[src/rtl/capture_if.sv]
// Sample/control bundle between the signal generator side and the capture buffer.
// master drives samples and controls; slave is the buffer itself.
interface capture_if #(
    parameter int DATA_WIDTH = 8
);
    logic [DATA_WIDTH-1:0] data;
    logic                  trigger;
    logic                  arm;
    logic                  rd_en;
    logic                  primed;
    logic                  busy;
    logic                  done;
    logic [DATA_WIDTH-1:0] rd_data;
    logic                  rd_valid;

    modport master (
        output data, trigger, arm, rd_en,
        input  primed, busy, done, rd_data, rd_valid
    );

    modport slave (
        input  data, trigger, arm, rd_en,
        output primed, busy, done, rd_data, rd_valid
    );
endinterface

[src/rtl/capture_buffer.sv]
// Trigger-qualified circular sample store: pre-trigger history plus a fixed
// post-trigger window, replayed oldest-first on rd_en.
module capture_buffer #(
    parameter int DATA_WIDTH = 8,
    parameter int DEPTH      = 16,
    parameter int PRE_TRIG   = 4
) (
    input  logic     clk,
    input  logic     reset,
    capture_if.slave bus
);
    localparam int AW       = $clog2(DEPTH);
    localparam int CW       = AW + 1;
    localparam int POST_LEN = DEPTH - PRE_TRIG;

    typedef enum logic [2:0] {
        IDLE   = 3'd0,
        FILL   = 3'd1,
        PRIMED = 3'd2,
        POST   = 3'd3,
        DONE   = 3'd4
    } state_t;

    state_t                state_r;
    state_t                state_nx_s;
    logic                  we_s;
    logic                  rd_s;
    logic                  trig_s;
    logic [AW-1:0]         wp_r;
    logic [AW-1:0]         rp_r;
    logic [AW-1:0]         tp_r;
    logic [CW-1:0]         cnt_r;
    logic                  primed_r;
    logic                  busy_r;
    logic                  done_r;
    logic                  rd_valid_r;
    logic [DATA_WIDTH-1:0] rd_data_r;
    logic [DATA_WIDTH-1:0] mem_r [DEPTH];

    // Next-state and per-edge write/read/trigger-accept decisions
    always_comb begin
        state_nx_s = state_r;
        we_s       = 1'b0;
        rd_s       = 1'b0;
        trig_s     = 1'b0;
        case (state_r)
            IDLE: begin
                if (bus.arm) state_nx_s = FILL;
                else         state_nx_s = IDLE;
            end
            FILL: begin
                we_s = 1'b1;
                if (cnt_r == CW'(PRE_TRIG - 1)) state_nx_s = PRIMED;
                else                            state_nx_s = FILL;
            end
            PRIMED: begin
                we_s = 1'b1;
                if (bus.trigger) begin
                    trig_s     = 1'b1;
                    state_nx_s = (POST_LEN == 1) ? DONE : POST;
                end else begin
                    state_nx_s = PRIMED;
                end
            end
            POST: begin
                we_s = 1'b1;
                if (cnt_r == CW'(POST_LEN - 1)) state_nx_s = DONE;
                else                            state_nx_s = POST;
            end
            DONE: begin
                if (bus.rd_en) begin
                    rd_s = 1'b1;
                    if (cnt_r == CW'(DEPTH - 1)) state_nx_s = IDLE;
                    else                         state_nx_s = DONE;
                end else begin
                    state_nx_s = DONE;
                end
            end
            default: state_nx_s = IDLE;
        endcase
    end

    // State, pointers, counters and registered outputs
    always_ff @(posedge clk or negedge reset) begin
        if (!reset) begin
            state_r    <= IDLE;
            wp_r       <= '0;
            rp_r       <= '0;
            tp_r       <= '0;
            cnt_r      <= '0;
            primed_r   <= 1'b0;
            busy_r     <= 1'b0;
            done_r     <= 1'b0;
            rd_valid_r <= 1'b0;
            rd_data_r  <= '0;
        end else begin
            state_r <= state_nx_s;

            if (state_r == IDLE && state_nx_s == FILL) wp_r <= '0;
            else if (we_s)                             wp_r <= wp_r + AW'(1);

            // The trigger sample is post sample #1, so POST starts counting at one
            if (state_nx_s != state_r)
                cnt_r <= (state_nx_s == POST) ? CW'(1) : CW'(0);
            else if (state_r == FILL || state_r == POST || rd_s)
                cnt_r <= cnt_r + CW'(1);

            if (trig_s) tp_r <= wp_r;

            // When the trigger itself ends the capture, tp_r is not yet loaded
            if (state_nx_s == DONE && state_r != DONE)
                rp_r <= (trig_s ? wp_r : tp_r) - AW'(PRE_TRIG);
            else if (rd_s)
                rp_r <= rp_r + AW'(1);

            primed_r   <= (state_nx_s == PRIMED);
            busy_r     <= (state_nx_s == FILL) || (state_nx_s == PRIMED) || (state_nx_s == POST);
            done_r     <= (state_nx_s == DONE);
            rd_valid_r <= rd_s;
            if (rd_s) rd_data_r <= mem_r[rp_r];
        end
    end

    // Sample RAM, intentionally not cleared by reset
    always_ff @(posedge clk) begin
        if (we_s) mem_r[wp_r] <= bus.data;
    end

    assign bus.primed   = primed_r;
    assign bus.busy     = busy_r;
    assign bus.done     = done_r;
    assign bus.rd_valid = rd_valid_r;
    assign bus.rd_data  = rd_data_r;
endmodule

[src/flat_wrapper.sv]
// flat-port wrapper written by rule: the top's interface ports become plain ports
module capture_buffer_flat 
#(
    parameter int DATA_WIDTH = 8,
    parameter int DEPTH      = 16,
    parameter int PRE_TRIG   = 4
)
  (clk, reset, bus_data, bus_trigger, bus_arm, bus_rd_en, bus_primed, bus_busy, bus_done, bus_rd_data, bus_rd_valid);
  capture_if #(.DATA_WIDTH(DATA_WIDTH)) bus_i ();
  input  logic clk;
  input  logic reset;
  input wire logic [$bits(bus_i.data)-1:0] bus_data;
  input wire logic [$bits(bus_i.trigger)-1:0] bus_trigger;
  input wire logic [$bits(bus_i.arm)-1:0] bus_arm;
  input wire logic [$bits(bus_i.rd_en)-1:0] bus_rd_en;
  output wire logic [$bits(bus_i.primed)-1:0] bus_primed;
  output wire logic [$bits(bus_i.busy)-1:0] bus_busy;
  output wire logic [$bits(bus_i.done)-1:0] bus_done;
  output wire logic [$bits(bus_i.rd_data)-1:0] bus_rd_data;
  output wire logic [$bits(bus_i.rd_valid)-1:0] bus_rd_valid;
  assign bus_i.data = bus_data;
  assign bus_i.trigger = bus_trigger;
  assign bus_i.arm = bus_arm;
  assign bus_i.rd_en = bus_rd_en;
  assign bus_primed = bus_i.primed;
  assign bus_busy = bus_i.busy;
  assign bus_done = bus_i.done;
  assign bus_rd_data = bus_i.rd_data;
  assign bus_rd_valid = bus_i.rd_valid;
  capture_buffer #(.DATA_WIDTH(DATA_WIDTH), .DEPTH(DEPTH), .PRE_TRIG(PRE_TRIG)) u_core (.clk(clk), .reset(reset), .bus(bus_i));
endmodule
[config.mk]
export PLATFORM = sky130hd
export DESIGN_NAME = capture_buffer_flat
export DESIGN_NICKNAME = d
export VERILOG_FILES = /design/src/rtl/capture_if.sv /design/src/rtl/capture_buffer.sv /design/src/flat_wrapper.sv
export SDC_FILE = /design/constraint.sdc
export NUM_CORES = 1
export LEC_CHECK = 0
export CAP_MARGIN = 20
export CORE_UTILIZATION = 55
export CTS_CLUSTER_SIZE = 20
export DETAILED_ROUTE_END_ITERATION = 10
export GPL_ROUTABILITY_DRIVEN = 1
export PLACE_DENSITY_LB_ADDON = 0.2
export SKIP_LAST_GASP = 1
export SLEW_MARGIN = 20
export SYNTH_ARGS = -nofsm -noshare
export SYNTH_HDL_FRONTEND = slang
export SYNTH_SLANG_ARGS = --single-unit
[constraint.sdc]
create_clock -name clk -period 4.98 [get_ports clk]
set_clock_uncertainty 0.15 [all_clocks]
set_input_delay 0.996 -clock clk [delete_from_list [all_inputs] [get_ports clk]]
set_output_delay 0.996 -clock clk [all_outputs]
set_load 0.1 [all_outputs]
Word-level counts from Yosys, hierarchy flattened
Memories as Yosys holds them, arrays and structs flattened. A register that Yosys moved wholly into a read port is not among the register bits.
Cells that the tools add are included.
Word-level totals
  output and inout bits: 12
  bits in read-only memories: 0
  RAM bits: 128
  input port bits: 13
  flip-flop bits (word level): 24
  logic and storage cells: 61
  memories kept: 1
  latch bits: 0
Memories
  u_core.mem_r: words 16, bits a word 8, read ports 1, clocked after memory_dff 1, write ports 1, line capture_buffer.sv:38  | logic [DATA_WIDTH-1:0] mem_r [DEPTH];
Operators by class
  add/sub/neg operators: 4
  multiply operators: 0
  reductions and logical operators: 12
  $lt $le $gt $ge: 0
  equality and inequality tests: 13
  div/mod/pow operators: 0
  bitwise gates (word level): 0
  shifts and indexed selects: 0
  mux-type cells: 22
Operators by type and width (count)
  $mux W4: 5
  $pmux W3 S5: 1
  $eq A3 B2 Y1 const B: 4
  $eq A5 B4 Y1 const B: 2
  $mux W1: 10
  $mux W5: 2
  $mux W3: 3
  $add A4 B1 Y4 const B: 2
  $eq A3 B1 Y1 const B: 2
  $eq A3 B3 Y1 const B: 2
  $reduce_bool A2 Y1: 3
  $add A5 B1 Y5 const B: 1
  $eq A5 B2 Y1 const B: 1
  $logic_or A1 B1 Y1: 4
  $sub A4 B3 Y4 const B: 1
  $logic_not A3 Y1: 1
  $ne A3 B3 Y1: 1
  $ne A3 B3 Y1 const B: 1
  $reduce_or A3 Y1: 1
  $logic_and A1 B1 Y1: 2
  $mux W2: 1
  $logic_not A1 Y1: 1

Logic depth before layout (Yosys ltp)
Gate-level depths: netlist of the first run.
  word-level depth: 7
  gate-level depth with buffers: 8
  depth with buffers taken out: 6

Least setup slack after synthesis of the first run
Ideal clock, no wire load.
  path kind: input-to-reg
  start: in bus_trigger
  end: reg u_core.rp_r[1]
  arrival time: 1.894 ns
  path slack: 2.810 ns
  buffers on the path: 0
  data required time: 4.704 ns
  library setup time: 0.126 ns
  cell stages on the path: 3
  cell sequence: and4bb_4 mux2_4 a221o_1
On the way
  longest elaborated chain between the ends: 5
  elaborated cells between the ends (all ways): 10
  those cells by class: 1 x add/sub; 1 x eq/ne; 6 x mux; 2 x reduce/logical
RTL lines
  start: declaration: line flat_wrapper.sv:13  | input wire logic [$bits(bus_i.trigger)-1:0] bus_trigger;
  $mux W1: line capture_buffer.sv:58  | if (bus.trigger) begin
  $mux W1 or $pmux W3 S5 (tied branches): line capture_buffer.sv:46  | case (state_r)
  $mux W4 or $eq A3 B3 Y1 (tied branches): line capture_buffer.sv:112, capture_buffer.sv:111
  $sub A4 B3 Y4 or $logic_and A1 B1 Y1 (tied branches): line capture_buffer.sv:112, capture_buffer.sv:111
  $mux W4 or $reduce_bool A2 Y1 (tied branches)
  end signal: assignment: line capture_buffer.sv:112  | rp_r <= (trig_s ? wp_r : tp_r) - AW'(PRE_TRIG);
  end signal: assignment: line capture_buffer.sv:114  | rp_r <= rp_r + AW'(1);
  end: declaration: line capture_buffer.sv:30  | logic [AW-1:0] rp_r;
Parallel ways exist; a longest one is shown, timed or not.
A chain may end at the register's enable or synchronous reset.

Worst setup path in the final report of the first run
  start: reg u_core.rd_data_r[7] (netlist: u_core.bus.rd_data[7]), read port of u_core.mem_r
  end: out bus_rd_data[7]
RTL lines
  start: declaration: line capture_buffer.sv:37  | logic [DATA_WIDTH-1:0] rd_data_r;
  end: declaration: line flat_wrapper.sv:19  | output wire logic [$bits(bus_i.rd_data)-1:0] bus_rd_data;
No word-level cell between the ends.

==> summary.md, run 1 <==
| Metric | Value |
|---|---|
| Nets | 446 |
| Vias in the first global route | between 3k and 4k |
| Largest fanout on the critical path | 2 |
| Slowest CP cell | clkdlybuf4s50_1 |
| Area of the multi-input gates | about 0.0017 mm² |
| Antenna fix cells | 0 |
| Worst skew pair latency | 420 ps |
| Synthesis-to-layout area growth | 14.43% |
| Slowest cell delay on critical path | between 1000 and 1500 ps |
| Final hold violation count | 0 |
| CTS max path bufs | 2 |
| Cell area after synthesis | 0.006520 mm² |
| Iter 0 DRT Violations | 285 |
| TritonCTS Buffers | 17 |
| Max VDD drop | around 0.00040 V |
| Slew margin rel. | 0.3397 |
| Post-synth EDFFs | 128 |
| Post-CTS Hold Buffers | 0 |
| Setup TNS | 0 ps |
| Outcome | completed |
| Kind of critical path | reg2out |
| Clock Tree Root | clkbuf_16 |
| First-pass GRT wire length | 20.15 mm |
| Share of cells above drive strength 1 | 0.1116 |
| WL/cell | 22.09 µm |
| Period utilization | 0.6277 |
| Mapped Cells | 404 |
| Height of the die | about 110 µm |
| Largest net degree at the start of global routing | 34 |
| Initial antenna violation count | 0 |
| CTS resizes | 0 |
| Final Max Slew Viols | 0 |
| FFs w/ async S/R, synth | 0.2000 |
| Core box area | approximately 0.011 mm² |
| Top achievable clock speed | 319.9 MHz |
| Worst path cell trace | clkdlybuf4s50_1 |
| Initial core utilization | 0.5686 |
| Worst Setup SP | u_core.bus.rd_data[7] |
| Synth Area in Compound Gates | 0.07139 |
| Post-route core utilization | 0.6506 |
| IO Count | 25 |
| Synth Area in XOR/XNOR | 0.01075 |
| Sequential Area | 0.004646 mm² |
| Final setup fails | 0 |
| Vias per cell | 6.033 |
| Tot GR Track Use | 0.2255 |
| Slew @ Worst Pin | 987.3 ps |
| # fillers | 826 |
| Leakage Power | 2.521 nW |
| FF-to-FF Start | u_core.rp_r[1] |
| Max Cap Violations | 0 |
| Fin crit period | 3126 ps |
| PwrDens | approximately 600 mW/mm² |
| Max H-tree Level | 4 |
| Aggregate routed wire length | 12.85 mm |
| Required @ worst endpoint | around 3800 ps |
| DRT Pass-1 Iters | 5 |
| Hold WC Path Type | reg2reg |
| Ys Warns | 0 |
| Simple-Gate Fraction of Synth Area | 0.05604 |
| #FFs+latches synth | 160 |
| Cell Rows | 39 |
| Routability congestion estimate | approximately 0.77 |
| Worst-path clk slew | 60 ps |
| Dpl hpwl | 8.218 mm |
| Die area | between 0.01 and 0.015 mm² |
| # port buffers | 24 |
| Synth unique cells | 46 |
| Mux cell area share after synthesis | 0.1132 |
| # Post-CTS Setup Buffers | 0 |
| Register area share after synthesis | 0.7123 |
| Post-Synth Adder-Cell Area | 0.01343 |
| Crit-path leading delay family | buffers and inverters |
| Hold wc startpoint | u_core.tp_r[0] |
| Startpoint types | flop |
| RSZ-0062 raised after global routing | false |
| Routed via count | 3511 |
| Final ANT Viol Nets | 0 |
| Die Wd | about 110 µm |
| Sink Count | 160 |
| Drt drc | 0 |
| GRT overflow | 0 |
| Crit. End Element | primary output |
| Number of buffers and inverters on the critical path | 1 |
| Syn Nets | 424 |
| Syn_area_per_cell | 16.14 µm² |
| CP arrival | slightly below 2000 ps |
| Largest family of logic cells by synthesized area | multiplexers |
| Post-synth top flop | edfxtp_1 |
| CTS tree | yes |
## power by group
part	internal [W]	switching, W	total (W)
sequential	0.00174	0.000206	0.00195
clock	0.000883	0.000482	0.00136
combinational	0.000411	0.000758	0.00117
total	0.00304	0.00145	0.00448
## logic make-up after synthesis
group / count (synthesis)
AND/OR/NAND/NOR: 69
flip-flops: 160
buffers and inverters: 32
multiplexers: 64
AO/OA/AOI/OAI: 64
adder cells (fa/ha/maj): 7
XOR/XNOR: 8
## routing by layer
metal	part of all wire	up-vias	wire [µm]	track usage
li1	-	1609	-	-
met4	0.028	0	356	0.1138
met2	0.50	113	6403	0.3573
met3	0.054	27	699	0.05194
met1	0.42	1762	5395	0.2945
met5	0	-	0	0
## stage by stage
step	hold WS [ps]	worst slack [ps]	total power, W	area [µm²]	std cells
after floorplan	318.2	2810	0.002811	6520	404
after global placement	333.9	1712	0.003110	6834	550
after detailed placement	333.0	1603	0.003149	6834	550
after CTS	353.6	1843	0.004510	7461	582
after global routing	368.5	1826	0.004674	7461	582
final	354.8	1854	0.004483	7461	582
## cells in the final DEF (no fill, tap or decap), types with 3 or more instances in the layout
master,instances
a21oi_1,8
a221oi_1,3
a22oi_1,21
a32oi_1,7
and2_1,9
and3_1,5
bufinv_16,5
clkbuf_1,3
clkbuf_16,17
clkdlybuf4s50_1,23
clkinvlp_4,3
dfrtp_1,31
edfxtp_1,128
ha_1,7
inv_1,9
mux2_2,4
mux2i_1,52
mux4_2,7
nand2_1,18
nand3_1,6
nor2_1,15
nor3_1,3
o211ai_1,4
o21ai_0,11
xnor2_1,4
xor2_1,4
## cell usage after synthesis, drive strengths merged, types with 5 or more instances
cell type	instances	area share
edfxtp	128	0.59
mux2i	52	0.080
dfrtp	32	0.12
a22oi	21	0.024
nand2	18	0.010
buf	15	0.013
nor2	15	0.0086
o21ai	11	0.0084
inv	10	0.0058
and2	9	0.0086
a21oi	8	0.0061
a32oi	7	0.0094
clkbuf	7	0.0040
ha	7	0.013
mux4	7	0.024
nand3	6	0.0046
and3	5	0.0048
mux2	5	0.0092
## path summary, 6_finish.rpt
kind,end,slack [ps],cells after the start
worst min register to register,u_core.tp_r[0],350,1
worst max-delay path,bus_rd_data[7],1850,1
max in group asynchronous,u_core.rp_r[1],3670,1
worst max register to register,u_core.bus.rd_data[5],2250,5
worst min-delay path,u_core.tp_r[0],350,1
min in group asynchronous,u_core.wp_r[2],490,1
## registers in the layout, summed over array words and instances (netlist names)
| name | flops |
|---|---|
| u_core.wp_r | 4 |
| u_core.bus.rd_data | 8 |
| u_core.state_r | 3 |
| u_core.cnt_r | 5 |
| u_core.mem_r | 128 |
| u_core.bus.rd_valid | 1 |
| u_core.bus.busy | 1 |
| u_core.rp_r | 4 |
| u_core.bus.primed | 1 |
| u_core.tp_r | 4 |
| u_core.bus.done | 1 |
## area by class of cell
type                            instances  share of cell area
Timing Repair Buffer                   25             0.03253
Tap cell                              143             0.02398
Clock inverter                         12             0.02549
Multi-Input combinational cell        212              0.2318
Clock buffer                           20             0.05853
Sequential cell                       160              0.6227
Inverter                               10            0.005031
(Power assumes the default switching activity.)
==> run 2: changes to the inputs <==
--- a/config.mk
+++ b/config.mk
@@ -6,7 +6,7 @@
 export NUM_CORES = 1
 export LEC_CHECK = 0
 export CAP_MARGIN = 20
-export CORE_UTILIZATION = 55
+export CORE_UTILIZATION = 54
 export CTS_CLUSTER_SIZE = 20
 export DETAILED_ROUTE_END_ITERATION = 10
 export GPL_ROUTABILITY_DRIVEN = 1
==> constraint.sdc (replaced) <==
create_clock -name clk -period 2.6 [get_ports clk]
set_clock_uncertainty 0.15 [all_clocks]
set_input_delay 0.52 -clock clk [delete_from_list [all_inputs] [get_ports clk]]
set_output_delay 0.52 -clock clk [all_outputs]
set_load 0.1 [all_outputs]
==> run 2 against run 1 <==
Against the previous run: the flow now finishes with violations (design-rule violations); worst hold slack worse by 330 ps; global-route usage is 0.60 points higher; first-iteration DRC count is 21% higher; total power is 90% higher; non-clock buffer count is 13 higher; sequential share of layout area is 0.47 points lower; clock-buffer cell count is 1 higher; critical path depth is 2 higher; critical path type is now reg2reg; clock power is 85% higher; largest cell class unchanged; via count is 2.1% higher; utilization is 0.34 points lower; combinational power is 100% higher.
==> summary.md, run 2 (synthesis gave the netlist of run 1 again) <==
| Metric | Value |
|---|---|
| Routed via count | 3583 (was 3511) |
| Max H-tree Level | 4 (unchanged) |
| Final hold violation count | 0 (unchanged) |
| CTS resizes | 0 (unchanged) |
| TritonCTS Buffers | 17 (unchanged) |
| WL/cell | 22.21 µm (was 22.09 µm) |
| Aggregate routed wire length | 13.19 mm (was 12.85 mm) |
| Setup TNS | 0 ps (unchanged) |
| Clock Tree Root | clkbuf_16 (unchanged) |
| Final ANT Viol Nets | 0 (unchanged) |
| Number of flip-flops in the largest register | 128 (unchanged) |
| Crit. End Element | flop (was primary output) |
| FF-to-FF Start | u_core.state_r[0] (was u_core.rp_r[1]) |
| Slowest CP cell | and2_1 (was clkdlybuf4s50_1) |
| Slew margin rel. | 0.4857 (was 0.3397) |
| Synthesis-to-layout area growth | 15.29% (was 14.43%) |
| Max Cap Violations | 0 (unchanged) |
| Initial core utilization | 0.5614 (was 0.5686) |
| PwrDens | 1136 mW/mm² (was 600.8 mW/mm²) |
| Final Max Slew Viols | 0 (unchanged) |
| Commonest non-fill, non-tap cell in the layout | edfxtp_1 (unchanged) |
| Vias in the first global route | 3620 (was 3604) |
| Die Wd | 111.9 µm (was 110.9 µm) |
| Clock Power Share | 0.295 (was 0.304) |
| Antenna fix cells | 0 (unchanged) |
| Number of buffers and inverters on the critical path | 0 (was 1) |
| Cell Rows | 39 (unchanged) |
| DP Worst Slack | 338.3 ps (was 1603 ps) |
| Cell area after placement | 0.006912 mm² (was 0.006834 mm²) |
| Max VDD drop | 0.0007522 V (was 0.0003979 V) |
| Cell-internal power | 0.005728 W (was 0.003036 W) |
| # Post-CTS Setup Buffers | 0 (unchanged) |
| CTS max path bufs | 2 (unchanged) |
| Post-CTS Hold Buffers | 0 (unchanged) |
| Core box area | 0.01161 mm² (was 0.01147 mm²) |
| First-pass GRT wire length | 20.64 mm (was 20.15 mm) |
| Slowest cell delay on critical path | 610 ps (was 1150 ps) |
| Final setup margin | 303.4 ps (was 1854 ps) |
| RSZ-0062 raised after global routing | false (unchanged) |
| Routability congestion estimate | 0.7770 (was 0.7702) |
| Slew @ Worst Pin | 771.5 ps (was 987.3 ps) |
| Failing checks | design-rule violations |
| Psw | 0.002811 W (was 0.001446 W) |
| Final setup fails | 0 (unchanged) |
| Sink Count | 160 (unchanged) |
| Drt drc | 2 (was 0) |
| Combinational fraction of design power | 0.275 (was 0.261) |
| Iter 0 DRT Violations | 344 (was 285) |
| Crit-path leading delay family | simple AND/OR/NAND/NOR gates (was buffers and inverters) |
| IO Count | 25 (unchanged) |
| Nets | 459 (was 446) |
| Largest fanout on the critical path | 9 (was 2) |
| Required @ worst endpoint | 2500 ps (was 3830 ps) |
| Final Cell Area | 0.007517 mm² (was 0.007461 mm²) |
| Largest Register | u_core.mem_r (unchanged) |
| Share of cells above drive strength 1 | 0.1685 (was 0.1116) |
| Fin crit period | 2297 ps |
| Initial antenna violation count | 0 (unchanged) |
| Most frequent cells in the layout | edfxtp_1, mux2i_1, dfrtp_1 (unchanged) |
| Die area | 0.01252 mm² (was 0.01229 mm²) |
| Sequential Power Share | 0.430 (was 0.435) |
| GRT overflow | 0 (unchanged) |
| Top achievable clock speed | between 400 and 500 MHz |
| Vias per cell | 6.032 (was 6.033) |
| Tot GR Track Use | 0.2316 (was 0.2255) |
| Sw Ratio | 0.3292 (was 0.3226) |
| Leakage Power | 2.617 nW (was 2.521 nW) |
| Worst Setup SP | u_core.state_r[0] (was u_core.bus.rd_data[7]) |
| Worst path cell trace | nor2_1 -> nor4b_1 -> and2_1 (was clkdlybuf4s50_1) |
| Startpoint types | flop (unchanged) |
| Dpl hpwl | 8.390 mm (was 8.218 mm) |
| Largest net degree at the start of global routing | 39 (was 34) |
| Kind of critical path | reg2reg (was reg2out) |
| # port buffers | 24 (unchanged) |
| CTS tree | yes (unchanged) |
| DRT Pass-1 Iters | 7 (was 5) |
| CP arrival | 2200 ps (was 1980 ps) |
| Period utilization | 0.8833 |
| Height of the die | 111.9 µm (was 110.9 µm) |
| Worst skew pair latency | 420 ps (about the same) |
| Outcome | finished with violations (was completed) |
| Worst-path clk slew | 60 ps (about the same) |
| Hold WC Path Type | in2async (was reg2reg) |
==> run 2: metal layers <==
metal | global-route usage | routed length (µm)
met1 | 0.2962 | 5493
met3 | 0.05879 | 773
met5 | 0 | 0
met2 | 0.3714 | 6641
met4 | 0.1126 | 285
==> run 2: through the flow <==
stage / cells / power [W] / utilization / hold slack (ps)
after floorplan: 404 / 0.005384 / - / 74.41
after global placement: 563 / 0.005995 / 0.5951 / 335.4
after detailed placement: 563 / 0.006066 / 0.5951 / 332.5
after CTS: 594 / 0.008601 / 0.6473 / 34.15
after global routing: 594 / 0.008923 / 0.6473 / 74.45
final: 594 / 0.008539 / 0.6473 / 20.59
==> run 2: worst register-to-register path, delay by kind of cell (launching register included) <==
kind / cells / cell delay, ps
simple gates: 3 / 1310
flops: 1 / 480
==> run 2: power groups by stage <==
stage / registers, W / logic, W / clock network [W]
floorplan: 0.00401 / 0.00137 / 0
global placement: 0.00369 / 0.00230 / 0
detailed placement: 0.00371 / 0.00235 / 0
CTS: 0.00367 / 0.00237 / 0.00256
global route: 0.00372 / 0.00253 / 0.00267
finish: 0.00367 / 0.00235 / 0.00252
==> run 2: layout make-up <==
cell class	count	area [µm²]
Sequential cell	160	4646
Fill cell	824	4096
Multi-Input combinational cell	212	1727
Clock buffer	21	470.5
Timing Repair Buffer	38	322.8
Tap cell	143	178.9
Clock inverter	10	135.1
Inverter	10	37.54
==> run 2: worst paths after layout <==
| check | end | slack, ps | cells after the start |
|---|---|---|---|
| setup / recovery | u_core.mem_r[6][3] | 300 | 3 |
| hold / removal | u_core.wp_r[3] | 20 | 1 |
| setup reg to reg | u_core.mem_r[6][3] | 300 | 3 |
| hold reg to reg | u_core.tp_r[0] | 350 | 1 |
| max in group asynchronous | u_core.rp_r[1] | 1740 | 1 |
| min in group clk | u_core.tp_r[0] | 350 | 1 |
